--- config.mk ---
export PLATFORM = sky130hd
export DESIGN_NAME = ixu_writeback_fwd
export DESIGN_NICKNAME = d
export VERILOG_FILES = /design/src/rtl/ixu_pkg.sv /design/src/rtl/ixu_fwd_match.sv /design/src/rtl/ixu_writeback_fwd.sv
export SDC_FILE = /design/constraint.sdc
export NUM_CORES = 1
export LEC_CHECK = 0
export CAP_MARGIN = 20
export CELL_PAD_IN_SITES_DETAIL_PLACEMENT = 0
export CELL_PAD_IN_SITES_GLOBAL_PLACEMENT = 1
export CORE_MARGIN = 4
export CORE_UTILIZATION = 32
export DETAILED_ROUTE_END_ITERATION = 12
export PLACE_DENSITY_LB_ADDON = 0.1
export SLEW_MARGIN = 20
export SYNTH_ARGS = -nofsm -noshare
export SYNTH_HDL_FRONTEND = slang
export SYNTH_HIERARCHICAL = 1
export SYNTH_SLANG_ARGS = --single-unit
--- constraint.sdc ---
create_clock -name clk -period 2.4 [get_ports clk]
set_input_delay 0.36 -clock clk [delete_from_list [all_inputs] [get_ports clk]]
set_output_delay 0.36 -clock clk [all_outputs]
set_load 0.01 [all_outputs]
--- src/rtl/ixu_pkg.sv ---
// Shared types and constants for the IXU writeback/forwarding path.
// XLEN and AW live here so the pipeline entry type and the block ports agree.
package ixu_pkg;

    localparam int XLEN = 32;
    localparam int AW   = 5;

    localparam logic [AW-1:0] REG_ZERO = '0;

    typedef struct packed {
        logic            v;
        logic [AW-1:0]   rd;
        logic [XLEN-1:0] data;
    } wb_entry_t;

endpackage

--- src/rtl/ixu_fwd_match.sv ---
// Forward-source selection for one operand: P1 (youngest) beats P2, x0 never forwards.
module ixu_fwd_match
    import ixu_pkg::*;
(
    input  logic [AW-1:0]   rs,
    input  wb_entry_t       p1,
    input  wb_entry_t       p2,
    output logic            hit,
    output logic [XLEN-1:0] data
);

    always_comb begin
        hit  = 1'b0;
        data = '0;
        if (rs != REG_ZERO) begin
            if (p1.v && (p1.rd == rs)) begin
                hit  = 1'b1;
                data = p1.data;
            end else if (p2.v && (p2.rd == rs)) begin
                hit  = 1'b1;
                data = p2.data;
            end
        end
    end

endmodule

--- src/rtl/ixu_writeback_fwd.sv ---
// Two-stage writeback pipe (P1 -> P2) committing to the register file via valid/ack,
// and supplying rs1/rs2 forwarding to execute. Datapath widths come from ixu_pkg.
module ixu_writeback_fwd
    import ixu_pkg::*;
#(
    parameter int CW = 32
) (
    input  logic            clk,
    input  logic            rst_n,
    input  logic            ex_valid,
    input  logic            ex_is_nop,
    input  logic [AW-1:0]   ex_rd,
    input  logic [XLEN-1:0] ex_result,
    input  logic [AW-1:0]   ex_rs1,
    input  logic [AW-1:0]   ex_rs2,
    output logic            ex_ready,
    output logic            is_rs1_fwd,
    output logic            is_rs2_fwd,
    output logic [XLEN-1:0] rs1_fwd_data,
    output logic [XLEN-1:0] rs2_fwd_data,
    output logic            rf_we,
    output logic [AW-1:0]   rf_waddr,
    output logic [XLEN-1:0] rf_wdata,
    input  logic            rf_wack,
    output logic [CW-1:0]   commit_count
);

    wb_entry_t       p1_q, p1_d;
    wb_entry_t       p2_q, p2_d;
    logic [CW-1:0]   cnt_q, cnt_d;
    logic            cap;
    logic            p2_free;
    logic            commit;

    assign cap     = ex_valid & ~ex_is_nop & (ex_rd != REG_ZERO);
    assign p2_free = ~p2_q.v | rf_wack;
    assign commit  = p2_q.v & rf_wack;

    // Non-capturing instructions still enter P1, as an invalid bubble.
    always_comb begin
        p1_d     = p1_q;
        p2_d     = p2_q;
        cnt_d    = cnt_q;
        ex_ready = ~p1_q.v | p2_free;
        if (p2_free) begin
            p2_d = p1_q;
        end
        if (ex_ready) begin
            p1_d = '{v: cap, rd: ex_rd, data: ex_result};
        end
        if (commit) begin
            cnt_d = cnt_q + CW'(1);
        end
    end

    always_ff @(posedge clk or negedge rst_n) begin
        if (!rst_n) begin
            p1_q  <= '0;
            p2_q  <= '0;
            cnt_q <= '0;
        end else begin
            p1_q  <= p1_d;
            p2_q  <= p2_d;
            cnt_q <= cnt_d;
        end
    end

    assign rf_we        = p2_q.v;
    assign rf_waddr     = p2_q.rd;
    assign rf_wdata     = p2_q.data;
    assign commit_count = cnt_q;

    ixu_fwd_match u_fwd_rs1 (
        .rs   (ex_rs1),
        .p1   (p1_q),
        .p2   (p2_q),
        .hit  (is_rs1_fwd),
        .data (rs1_fwd_data)
    );

    ixu_fwd_match u_fwd_rs2 (
        .rs   (ex_rs2),
        .p1   (p1_q),
        .p2   (p2_q),
        .hit  (is_rs2_fwd),
        .data (rs2_fwd_data)
    );

endmodule

# [Word-level counts from Yosys, hierarchy flattened]
# Index checks and enable logic that the tools add are counted.
[classes] addsub=1 eq_ne=4 muxes=12 n_bitwise=8 reduce_logical=7
[ops] cell="$mux 32" n=6
[ops] cell="$add 32x1->32 const B" n=1
[ops] cell="$eq 5x5->1" n=4
[ops] cell="$reduce_bool 5->1" n=3
[ops] cell="$mux 1" n=6
[ops] cell="$logic_and 1x1->1" n=4
[ops] cell="$and 1x1->1" n=3
[ops] cell="$not 1->1" n=3
[ops] cell="$or 1x1->1" n=2
[word_totals] ff_bits=108 input_bits=52 out_inout_bits=137 elab_cells=39

# [Longest topological paths before layout]
[depth] depth_word=5 ltp_mapped=6 ltp_nobuf=5

# [Modules after synthesis]
# The synthesis kept the hierarchy.
[by_module_without_submodules] module="ixu_writeback_fwd" n_inst=1 cells_per_inst=286 area_per_inst_um2=4251.6 seq_area_each_um2=2702.6
[by_module_without_submodules] module="ixu_fwd_match" n_inst=2 cells_per_inst=136 area_per_inst_um2=1038.5 seq_area_each_um2=0.0

# [Worst setup path after synthesis]
# Ideal clock, no wire load.
[synth_timing] kind="flip-flop to output port" start="register p1_q[33] in the netlist's numbering" end="output port rs1_fwd_data[10]" arrival_ns=1.454 required_ns=2.040 path_slack_ns=0.586 path_stages_with_launch=6 path_buffers=1 path_cell_list="dfrtp_1 > xnor2_1 > nand4_2 > o22a_4 > buf_6 > a211oi_2"
[synth_via] elab_chain_len=4
[synth_lines] element="start: declaration" line="ixu_writeback_fwd.sv:28" text="wb_entry_t p1_q, p1_d;"
[synth_lines] element="start signal: assignment" line="ixu_writeback_fwd.sv:62" text="p1_q <= p1_d;"
[synth_lines] element="$eq 5x5->1" line="ixu_fwd_match.sv:16" text="if (p1.v && (p1.rd == rs)) begin"
[synth_lines] element="$logic_and 1x1->1" line="ixu_fwd_match.sv:16"
[synth_lines] element="$mux 32" line="ixu_fwd_match.sv:16"
[synth_lines] element="$mux 32" line="ixu_fwd_match.sv:15" text="if (rs != REG_ZERO) begin"
[synth_lines] element="end: declaration" line="ixu_writeback_fwd.sv:19" text="output logic [XLEN-1:0] rs1_fwd_data,"
# Every way passes these cells.

# [Final worst setup path]
[layout_timing] start="register p1_q[33] in the netlist's numbering" end="output port rs2_fwd_data[25]"
[layout_via] elab_chain_len=4
[layout_lines] element="$eq 5x5->1" line="ixu_fwd_match.sv:16"
[layout_lines] element="$logic_and 1x1->1" line="ixu_fwd_match.sv:16"
[layout_lines] element="$mux 32" line="ixu_fwd_match.sv:16"
[layout_lines] element="$mux 32" line="ixu_fwd_match.sv:15"
[layout_lines] element="end: declaration" line="ixu_writeback_fwd.sv:20" text="output logic [XLEN-1:0] rs2_fwd_data,"
# Every way passes these cells.

==> results_dict.tcl <==
set metrics [dict create \
    switching_power_mw 1.63 \
    cts_tree "yes" \
    crit_type "reg2out" \
    grt_max_degree 48 \
    ys_seq_elements 108 \
    period_minus_slack_ns 2.51 \
    p_leak_nw 3.81 \
    p_int_mw 3.59 \
    synth_edf_count 0 \
    cp.arrival_ns 2.15 \
    pin_count 189 \
    grt_pass1_vias 5864 \
    design.core.area_mm2 0.0195 \
    core.rowCount 51 \
    wire_per_inst_um 21.7 \
    fin_cells 1066 \
    powerDensity_mw_per_mm2 533 \
    period_share_pct 105 \
    dp.cells 1017 \
    synthesis.area_mm2 0.00633 \
    grt_usage_pct 20.3 \
    portBuffers 188 \
    synth_ff_type "dfrtp_1" \
    n_antenna_cell 0 \
    drv_cap 0 \
    path_delay_family "buffers and inverters" \
    drt_iter0_markers 305 \
    yosys_warnings 6 \
    antenna_found_initial 0 \
    critPathBufInv 3 \
    die_h_um 149 \
    yosysSeqAreaShare_pct 42.7 \
    layout_commonest_cell "clkdlybuf4s50_1" \
    setup_viol_count_final 63 \
    worst_setup_path_start_kind "register" \
    chipWidth_um 149 \
    drv_slew 0 \
    slowest_delay_ns 0.44 \
    dieArea_mm2 0.0221 \
    relSlewSlack_pct 61.6 \
    area_delta_synth_final_pct 54.6 \
    vias_per_cell 5.26 \
    status "complete, but fails checks" \
    synth.distinct_cells 36 \
    wl_mm 23.1 \
    crit_path_end_kind "primary output" \
    path_max_fanout 12 \
    clockBufferDepth 2 \
    tightest_slew_ns 0.576 \
    hold_viol 0 \
    final_core_util_pct 50.3 \
    switching_share_pct 31.2 \
    worstSkewPairLatency_ns 0.36 \
    hpwl_mm 14.9 \
    cp_slowest_cell "dfrtp_2" \
    cts.clk_slew.worst_paths_ns 0.07 \
    layout_common_cells "112 x clkdlybuf4s50_1, 105 x dfrtp_1, 75 x mux2_2, 62 x buf_2, 58 x nand3_1" \
    firstDrtPassIters 5 \
    crit_path_cell_trace "buf_6 > xnor2_4 > and4_4 > buf_8 > nand3_1 > a211oi_4 > buf_2" \
    cts_buffers 9 \
    grt_first_pass_wirelength_mm 35.0 \
    hp-class "reg2reg" \
    h-tree-depth 3 \
    vdd_drop_max_mv 0.468 \
    syn_avg_cell_area_um2 11.3 \
    netlist_instances 558 \
    antenna_left 0 \
    cts_sinks 108 \
    drc 0 \
    seqPwrFrac_pct 42.4 \
    cts_root_buf "clkbuf_16" \
    finalClockSkew_ns 0.00954 \
    critPathRequiredTime_ns 2.04 \
    pwr-share-clk_pct 30.4 \
    initial_core_util_pct 32.5 \
    drive_gt1_share_pct 45.8 \
    fmax_mhz 398 \
    worst_hold_slack_ns 0.468 \
    synthArstFlopShare_pct 100 \
    globalplace.congestion 0.833 \
    grt_remaining_overflow 0 \
    vias 5611 \
    layout.nets 849 \
    synth_nets 611 \
    violations "setup timing" \
    layout_setup_ws_ns -0.114 \
    rsz0062_at_grt "true" \
    finalSetupTns_ns -3.44 \
    p_comb_share_pct 27.2 \
]
-- worst paths after layout --
| kind | start | to | slack [ns] | depth (start not counted) |
|---|---|---|---|---|
| setup / recovery | p1_q[33] | rs2_fwd_data[25] | -0.11 | 7 |
| max in group asynchronous | rst_n | commit_count[29] | 1.12 | 3 |
| min in group asynchronous | rst_n | p1_q[34] | 0.51 | 2 |
| setup reg to reg | commit_count[0] | commit_count[16] | 0.64 | 6 |
| hold reg to reg | commit_count[31] | commit_count[31] | 0.47 | 1 |
| hold / removal | commit_count[31] | commit_count[31] | 0.47 | 1 |
-- cell families after synthesis --
group,count (synthesis),share of synthesized area [%]
multiplexers,75,13.3
AO/OA/AOI/OAI,131,18.0
AND/OR/NAND/NOR,142,13.1
XOR/XNOR,51,7.30
flip-flops,108,42.7
buffers and inverters,50,5.36
adder cells (fa/ha/maj),1,0.198
-- layout make-up --
type | instances | area (µm²)
clock buffers | 11 | 243
clock inverters | 5 | 67.6
fillers | 1756 | 9680
multi-input cells | 400 | 3730
flip-flops and latches | 108 | 2710
well taps | 265 | 332
repair buffers | 277 | 2710
-- routing by layer --
layer | GRT usage [%] | up-vias | share of wire, %
met1 | 26.3 | 2834 | 42
met3 | 4.81 | 29 | 6.5
met2 | 34.5 | 220 | 50
met4 | 4.85 | 0 | 1.6
li1 | - | 2528 | -
met5 | 0 | - | 0
-- Yosys cell counts (all sizes together) (6+ instances only) --
cell type / n / area [µm²]
dfrtp: 108 / 2700
xor2: 6 / 52.6
nand4: 15 / 121
a211oi: 64 / 781
xnor2: 45 / 409
nand2: 17 / 63.8
clkbuf: 14 / 82.6
buf: 36 / 256
nor2: 7 / 41.3
mux2: 75 / 845
o21ai: 65 / 325
nand3: 75 / 375
and2: 6 / 37.5
and3: 7 / 45.1
-- registers in the layout, summed over array words and instances (netlist names) --
| signal | cells |
|---|---|
| rf_we | 1 |
| rf_wdata | 32 |
| rf_waddr | 5 |
| p1_q | 38 |
| commit_count | 32 |
-- power by group through the flow --
stage,clock [mW],sequential (mW),combinational (mW)
4_1_cts,1.65,2.21,1.36
3_5_place_dp,0,2.24,1.25
2_1_floorplan,0,2.24,0.540
3_3_place_gp,0,2.23,1.23
6_report,1.59,2.21,1.42
5_1_grt,1.71,2.25,1.52
-- what timing repair did --
item	4_1_cts	5_1_grt
cloned	4	4
pin swaps	18	10
gates resized for setup	352	61
hold buffers	1	0
hold endpoints to repair	34	0
buffers inserted	25	1
setup endpoints to repair	66	66
-- stage by stage --
step / area [µm²] / setup WS (ns) / total power [mW]
after floorplan: 6330 / 0.586 / 2.78
after global placement: 8810 / -0.643 / 3.47
after detailed placement: 8810 / -0.641 / 3.49
after CTS: 9460 / -0.119 / 5.21
after global routing: 9780 / -0.193 / 5.48
final: 9780 / -0.114 / 5.22
(Power assumes the default switching activity.)
